File: src/rtl/except_pipe_pkg.sv
// rtl/except_pipe_pkg.sv - exception pack type, FSM states and empty pack constant
package except_pipe_pkg;

  typedef struct packed {
    logic        except;
    logic [63:0] epc;
    logic [63:0] ecause;
    logic [63:0] etval;
  } except_pack_t;

  typedef enum logic [1:0] {
    IDLE  = 2'd0,
    WAIT  = 2'd1,
    FLUSH = 2'd2
  } except_state_t;

  localparam except_pack_t EXCEPT_NONE = '0;

endpackage

File: src/rtl/except_pipe_if.sv
// rtl/except_pipe_if.sv - trap handshake between the exception pipe and the CSR unit
interface except_pipe_if;
  import except_pipe_pkg::*;

  logic         trap_valid_o;
  logic         trap_ready_i;
  except_pack_t trap_o;

  modport master (output trap_valid_o, output trap_o, input trap_ready_i);
  modport slave  (input trap_valid_o, input trap_o, output trap_ready_i);

endinterface

File: src/rtl/except_pipe_stage.sv
// rtl/except_pipe_stage.sv - one boundary register with oldest-wins merge and rst/flush/hold priority
module except_stage
  import except_pipe_pkg::*;
#(
  parameter bit FIRST = 1'b0
) (
  input  logic         clk,
  input  logic         rst,
  input  logic         stall,
  input  logic         flush,
  input  logic         hold,
  input  except_pack_t prev,
  input  except_pack_t inj,
  output except_pack_t r
);

  except_pack_t m;

  // An exception already travelling from the older stage beats a newly detected one.
  always_comb begin
    m = prev;
    if (FIRST) begin
      m = inj;
    end else if (prev.except) begin
      m = prev;
    end else if (inj.except) begin
      m = inj;
    end
  end

  always_ff @(posedge clk) begin
    if (rst) begin
      r <= EXCEPT_NONE;
    end else if (flush) begin
      r <= EXCEPT_NONE;
    end else if (hold || stall) begin
      r <= r;
    end else begin
      r <= m;
    end
  end

endmodule

File: src/rtl/except_pipe.sv
// rtl/except_pipe.sv - exception tracking across all pipeline boundaries with trap handshake and global flush
module except_pipe
  import except_pipe_pkg::*;
#(
  parameter int STAGES = 4,
  parameter int CNT_W  = 16
) (
  input  logic                      clk,
  input  logic                      rst,
  input  logic [STAGES-1:0]         stall,
  input  logic [STAGES-1:0]         flush,
  input  except_pack_t [STAGES-1:0] inj_i,
  except_pipe_if.master             trap_bus,
  output logic                      stall_req_o,
  output logic                      flush_req_o,
  output logic [STAGES-1:0]         except_vec_o,
  output logic [CNT_W-1:0]          trap_count_o
);

  except_state_t state, state_next;
  except_pack_t  r    [STAGES];
  except_pack_t  prev [STAGES];
  logic          hold;
  logic          commit_except;
  logic          trap_valid;
  logic          cnt_inc;

  assign commit_except = r[STAGES-1].except;
  assign hold          = (state != IDLE) || commit_except;
  assign trap_valid    = (state == WAIT) && commit_except;
  assign flush_req_o   = (state == FLUSH);
  assign stall_req_o   = hold;

  assign trap_bus.trap_valid_o = trap_valid;
  assign trap_bus.trap_o       = r[STAGES-1];

  assign prev[0] = EXCEPT_NONE;

  for (genvar k = 0; k < STAGES; k++) begin : g_stage
    if (k > 0) begin : g_link
      assign prev[k] = r[k-1];
    end

    except_stage #(
      .FIRST (k == 0)
    ) u_stage (
      .clk   (clk),
      .rst   (rst),
      .stall (stall[k]),
      .flush (flush[k] || flush_req_o),
      .hold  (hold),
      .prev  (prev[k]),
      .inj   (inj_i[k]),
      .r     (r[k])
    );

    assign except_vec_o[k] = r[k].except;
  end

  always_ff @(posedge clk) begin
    if (rst) begin
      state <= IDLE;
    end else begin
      state <= state_next;
    end
  end

  // Handshake wins over a same-cycle commit flush; otherwise a cleared commit aborts the trap.
  always_comb begin
    state_next = state;
    cnt_inc    = 1'b0;
    unique case (state)
      IDLE: begin
        if (commit_except) begin
          state_next = WAIT;
        end
      end
      WAIT: begin
        if (trap_valid && trap_bus.trap_ready_i) begin
          state_next = FLUSH;
          cnt_inc    = 1'b1;
        end else if (flush[STAGES-1] || !commit_except) begin
          state_next = IDLE;
        end
      end
      FLUSH: begin
        state_next = IDLE;
      end
      default: begin
        state_next = IDLE;
      end
    endcase
  end

  always_ff @(posedge clk) begin
    if (rst) begin
      trap_count_o <= '0;
    end else if (cnt_inc) begin
      trap_count_o <= trap_count_o + CNT_W'(1);
    end
  end

endmodule

File: src/flat_wrapper.sv
// flat-port wrapper written by rule: the top's interface ports become plain ports
module except_pipe_flat import except_pipe_pkg::*;
#(
  parameter int STAGES = 4,
  parameter int CNT_W  = 16
)
  (clk, rst, stall, flush, inj_i, stall_req_o, flush_req_o, except_vec_o, trap_count_o, trap_bus_trap_valid_o, trap_bus_trap_o, trap_bus_trap_ready_i);
  except_pipe_if trap_bus_i ();
  input  logic clk;
  input  logic rst;
  input  logic [STAGES-1:0] stall;
  input  logic [STAGES-1:0] flush;
  input  except_pack_t [STAGES-1:0] inj_i;
  output logic stall_req_o;
  output logic flush_req_o;
  output logic [STAGES-1:0] except_vec_o;
  output logic [CNT_W-1:0] trap_count_o;
  output wire logic [$bits(trap_bus_i.trap_valid_o)-1:0] trap_bus_trap_valid_o;
  output wire logic [$bits(trap_bus_i.trap_o)-1:0] trap_bus_trap_o;
  input wire logic [$bits(trap_bus_i.trap_ready_i)-1:0] trap_bus_trap_ready_i;
  assign trap_bus_trap_valid_o = trap_bus_i.trap_valid_o;
  assign trap_bus_trap_o = trap_bus_i.trap_o;
  assign trap_bus_i.trap_ready_i = trap_bus_trap_ready_i;
  except_pipe #(.STAGES(STAGES), .CNT_W(CNT_W)) u_core (.clk(clk), .rst(rst), .stall(stall), .flush(flush), .inj_i(inj_i), .trap_bus(trap_bus_i), .stall_req_o(stall_req_o), .flush_req_o(flush_req_o), .except_vec_o(except_vec_o), .trap_count_o(trap_count_o));
endmodule
File: config.mk
export PLATFORM = sky130hd
export DESIGN_NAME = except_pipe_flat
export DESIGN_NICKNAME = d
export VERILOG_FILES = /design/src/rtl/except_pipe_pkg.sv /design/src/rtl/except_pipe_if.sv /design/src/rtl/except_pipe_stage.sv /design/src/rtl/except_pipe.sv /design/src/flat_wrapper.sv
export SDC_FILE = /design/constraint.sdc
export NUM_CORES = 2
export LEC_CHECK = 0
export BUFFER_PORTS_ARGS = -buffer_cell sky130_fd_sc_hd__buf_4
export CORE_AREA = 2 2 386 388
export DETAILED_ROUTE_END_ITERATION = 16
export DIE_AREA = 0 0 388 390
export PLACE_DENSITY = 0.49
export SYNTH_ARGS = -nofsm -noshare
export SYNTH_HDL_FRONTEND = slang
export SYNTH_HIERARCHICAL = 1
export SYNTH_SLANG_ARGS = --single-unit
File: constraint.sdc
create_clock -name clk -period 2.8 [get_ports clk]
set_input_delay 0.42 -clock clk [delete_from_list [all_inputs] [get_ports clk]]
set_output_delay 0.42 -clock clk [all_outputs]
set_load 0.01 [all_outputs]
==> flow_metrics.tcl <==
set metrics [dict create \
    finalCritPeriodShare_pct 87.3 \
    start_kind "flip-flop" \
    crit_chain "or3_4, buf_4, buf_4" \
    internal_power_mw 21.6 \
    fp-row-count 141 \
    portBuffers 998 \
    hold_path.class "in -> reg" \
    slowest_stage "or3_4" \
    p_per_area_nw_per_um2 569 \
    final_common_cell "nand2_1" \
    rsz0062_at_grt "false" \
    power_frac_seq_pct 40.4 \
    p_sw_mw 8.07 \
    grt_max_degree 110 \
    wirelength_mm 164 \
    crit_family "simple AND/OR/NAND/NOR gates" \
    p_sw_share_pct 27.2 \
    slew_headroom_pct 54.8 \
    maxCapViolations 0 \
    end_kind "output pin" \
    grt_use_total_pct 20.6 \
    max-clock-path-buffers 3 \
    dr.max_layer_used "met5" \
    status "completed" \
    wl_met3_mm 10.4 \
    worstSetupPathType "reg -> out" \
    firstDrtPassIters 7 \
    via_per_inst 4.79 \
    max_stage_delay_ps 510 \
    placed_area_um2 42300 \
    final_area_um2 52200 \
    htreeDepth 3 \
    area_delta_synth_final_pct 57.6 \
    cts.sinks 790 \
    placed_cells 6807 \
    ioPinCount 999 \
    min_period_ps 2450 \
    dieWidth_um 388 \
    setup_violations 0 \
    synth_area_um2 33100 \
    cts-buffers-inserted 96 \
    grt_overflow 0 \
    nets 6415 \
    tightest_slew_ps 678 \
    dp_hpwl_mm 116 \
    leakagePower_nw 20.3 \
    synth_area_per_cell_um2 7.89 \
    layout_common_cells "nand2_1, buf_4, dfxtp_1" \
    crit_buf_inv 2 \
    cp_common_cell "buf_4" \
    rr_worst_depth 6 \
    cts_tree "yes" \
    initial_core_util_pct 22.5 \
    holdPathEnd "u_core/g_stage[0].u_stage/r[83]" \
    comb_power_share_pct 15.8 \
    vias 36741 \
    core_um2 147000 \
    clock_latency_ps 720 \
    yosys_warnings 6 \
    cts_resized 0 \
    hold_path_startpoint "inj_i[83]" \
    r2r_slack_ps 620 \
    die_y_um 390 \
    layoutNonFillerInstCount 7673 \
    avgRoutedWirePerCell_um 21.4 \
    fin_tns_setup_ps 0 \
    hold_depth 3 \
    fp.dieArea_um2 151000 \
    drive_above_1_share_pct 22.5 \
    root_buffer "clkbuf_16" \
    ant_nets 0 \
    drc_errors 0 \
    finalPower_mw 29.7 \
    routabilityCongestion 0.852 \
    r2r-end "u_core/g_stage[2].u_stage/r[105]" \
    hold_viol_final 0 \
    synthCells 4200 \
    worstPathArrival_ps 2030 \
    drtIter0Drc 2469 \
    drv_slew 0 \
    fillers 15426 \
    cp_max_fo 31 \
    peakVddDrop_mv 0.438 \
    syn_nets 4984 \
    required_ps 2380 \
    grt_first_pass_wirelength_mm 236 \
    fmaxAchievable_mhz 409 \
    grt_pass1_vias 36079 \
    wl_met1_mm 70.6 \
    reg2reg_from "u_core/state[0]" \
    routed-wl-met2_mm 76.2 \
    clock_power_share_pct 43.8 \
    antenna_found_initial 42 \
    clk_transition_reported_paths_ps 60 \
    fin_skew_ps 53.4 \
]
[worst max-delay path by stage]
| stage | startpoint | end | slack [ps] | depth (start not counted) |
|---|---|---|---|---|
| finish | u_core/state[0] | stall_req_o | 350 | 3 |
| global route | u_core/state[0] | stall_req_o | 260 | 3 |
| CTS | u_core/state[0] | stall_req_o | 290 | 3 |
| detailed placement | u_core/state[0] | u_core/g_stage[3].u_stage/r[101] | 720 | 6 |
| global placement | u_core/state[0] | u_core/g_stage[3].u_stage/r[3] | 770 | 6 |
| floorplan | u_core/g_stage[3].u_stage/r[192] | u_core/g_stage[0].u_stage/r[37] | 860 | 6 |
[metal layers]
layer | global-route usage [%] | up-vias
met5 | 0 | -
met1 | 26.0 | 17506
met4 | 8.84 | 8
met3 | 4.59 | 320
met2 | 33.6 | 1255
li1 | - | 17652
[sequential cells by signal (all words and copies together) (netlist names)]
signal / flops
u_core/g_stage.u_stage/r: 772
u_core/state: 2
u_core/trap_count_o: 16
[timing repair]
item,4_1_cts,5_1_grt
hold endpoints to repair,657,0
hold buffers,656,0
setup buffers,0,0
[power by group through the flow]
stage	sequential, mW	clock [mW]	combinational [mW]
2_1_floorplan	12.2	0	1.84
3_3_place_gp	12.2	0	3.84
3_5_place_dp	12.2	0	3.87
4_1_cts	12.0	13.3	4.70
5_1_grt	12.0	13.7	5.05
6_report	12.0	13.0	4.70
[cell type report]
class                      instances  area (µm²)  area share, %
sequential                       790       15800           30.3
clock buffer                     151        2930           5.61
tap                             1930        2410           4.62
antenna                           36        90.1          0.172
timing repair buffer            1759       15500           29.6
multi-input combinational       2979       15100           29.0
clock inverter                    23         389          0.745
inverter                           5        18.8         0.0359
[metrics by stage]
stage	util [%]	hold WS, ps	worst slack (ps)
2_1_floorplan	-	444	862
3_3_place_gp	28.7	455	766
3_5_place_dp	28.7	457	716
6_report	35.5	70.8	355
4_1_cts	35.4	0.111	287
5_1_grt	35.5	6.72	265
[tightest hold or removal path, delay by kind of cell]
kind,cells,cell delay [ps]
buffers and inverters,1,110
AND/OR/NAND/NOR,1,160
AO/OA/AOI/OAI,1,50
(Power assumes the default switching activity.)
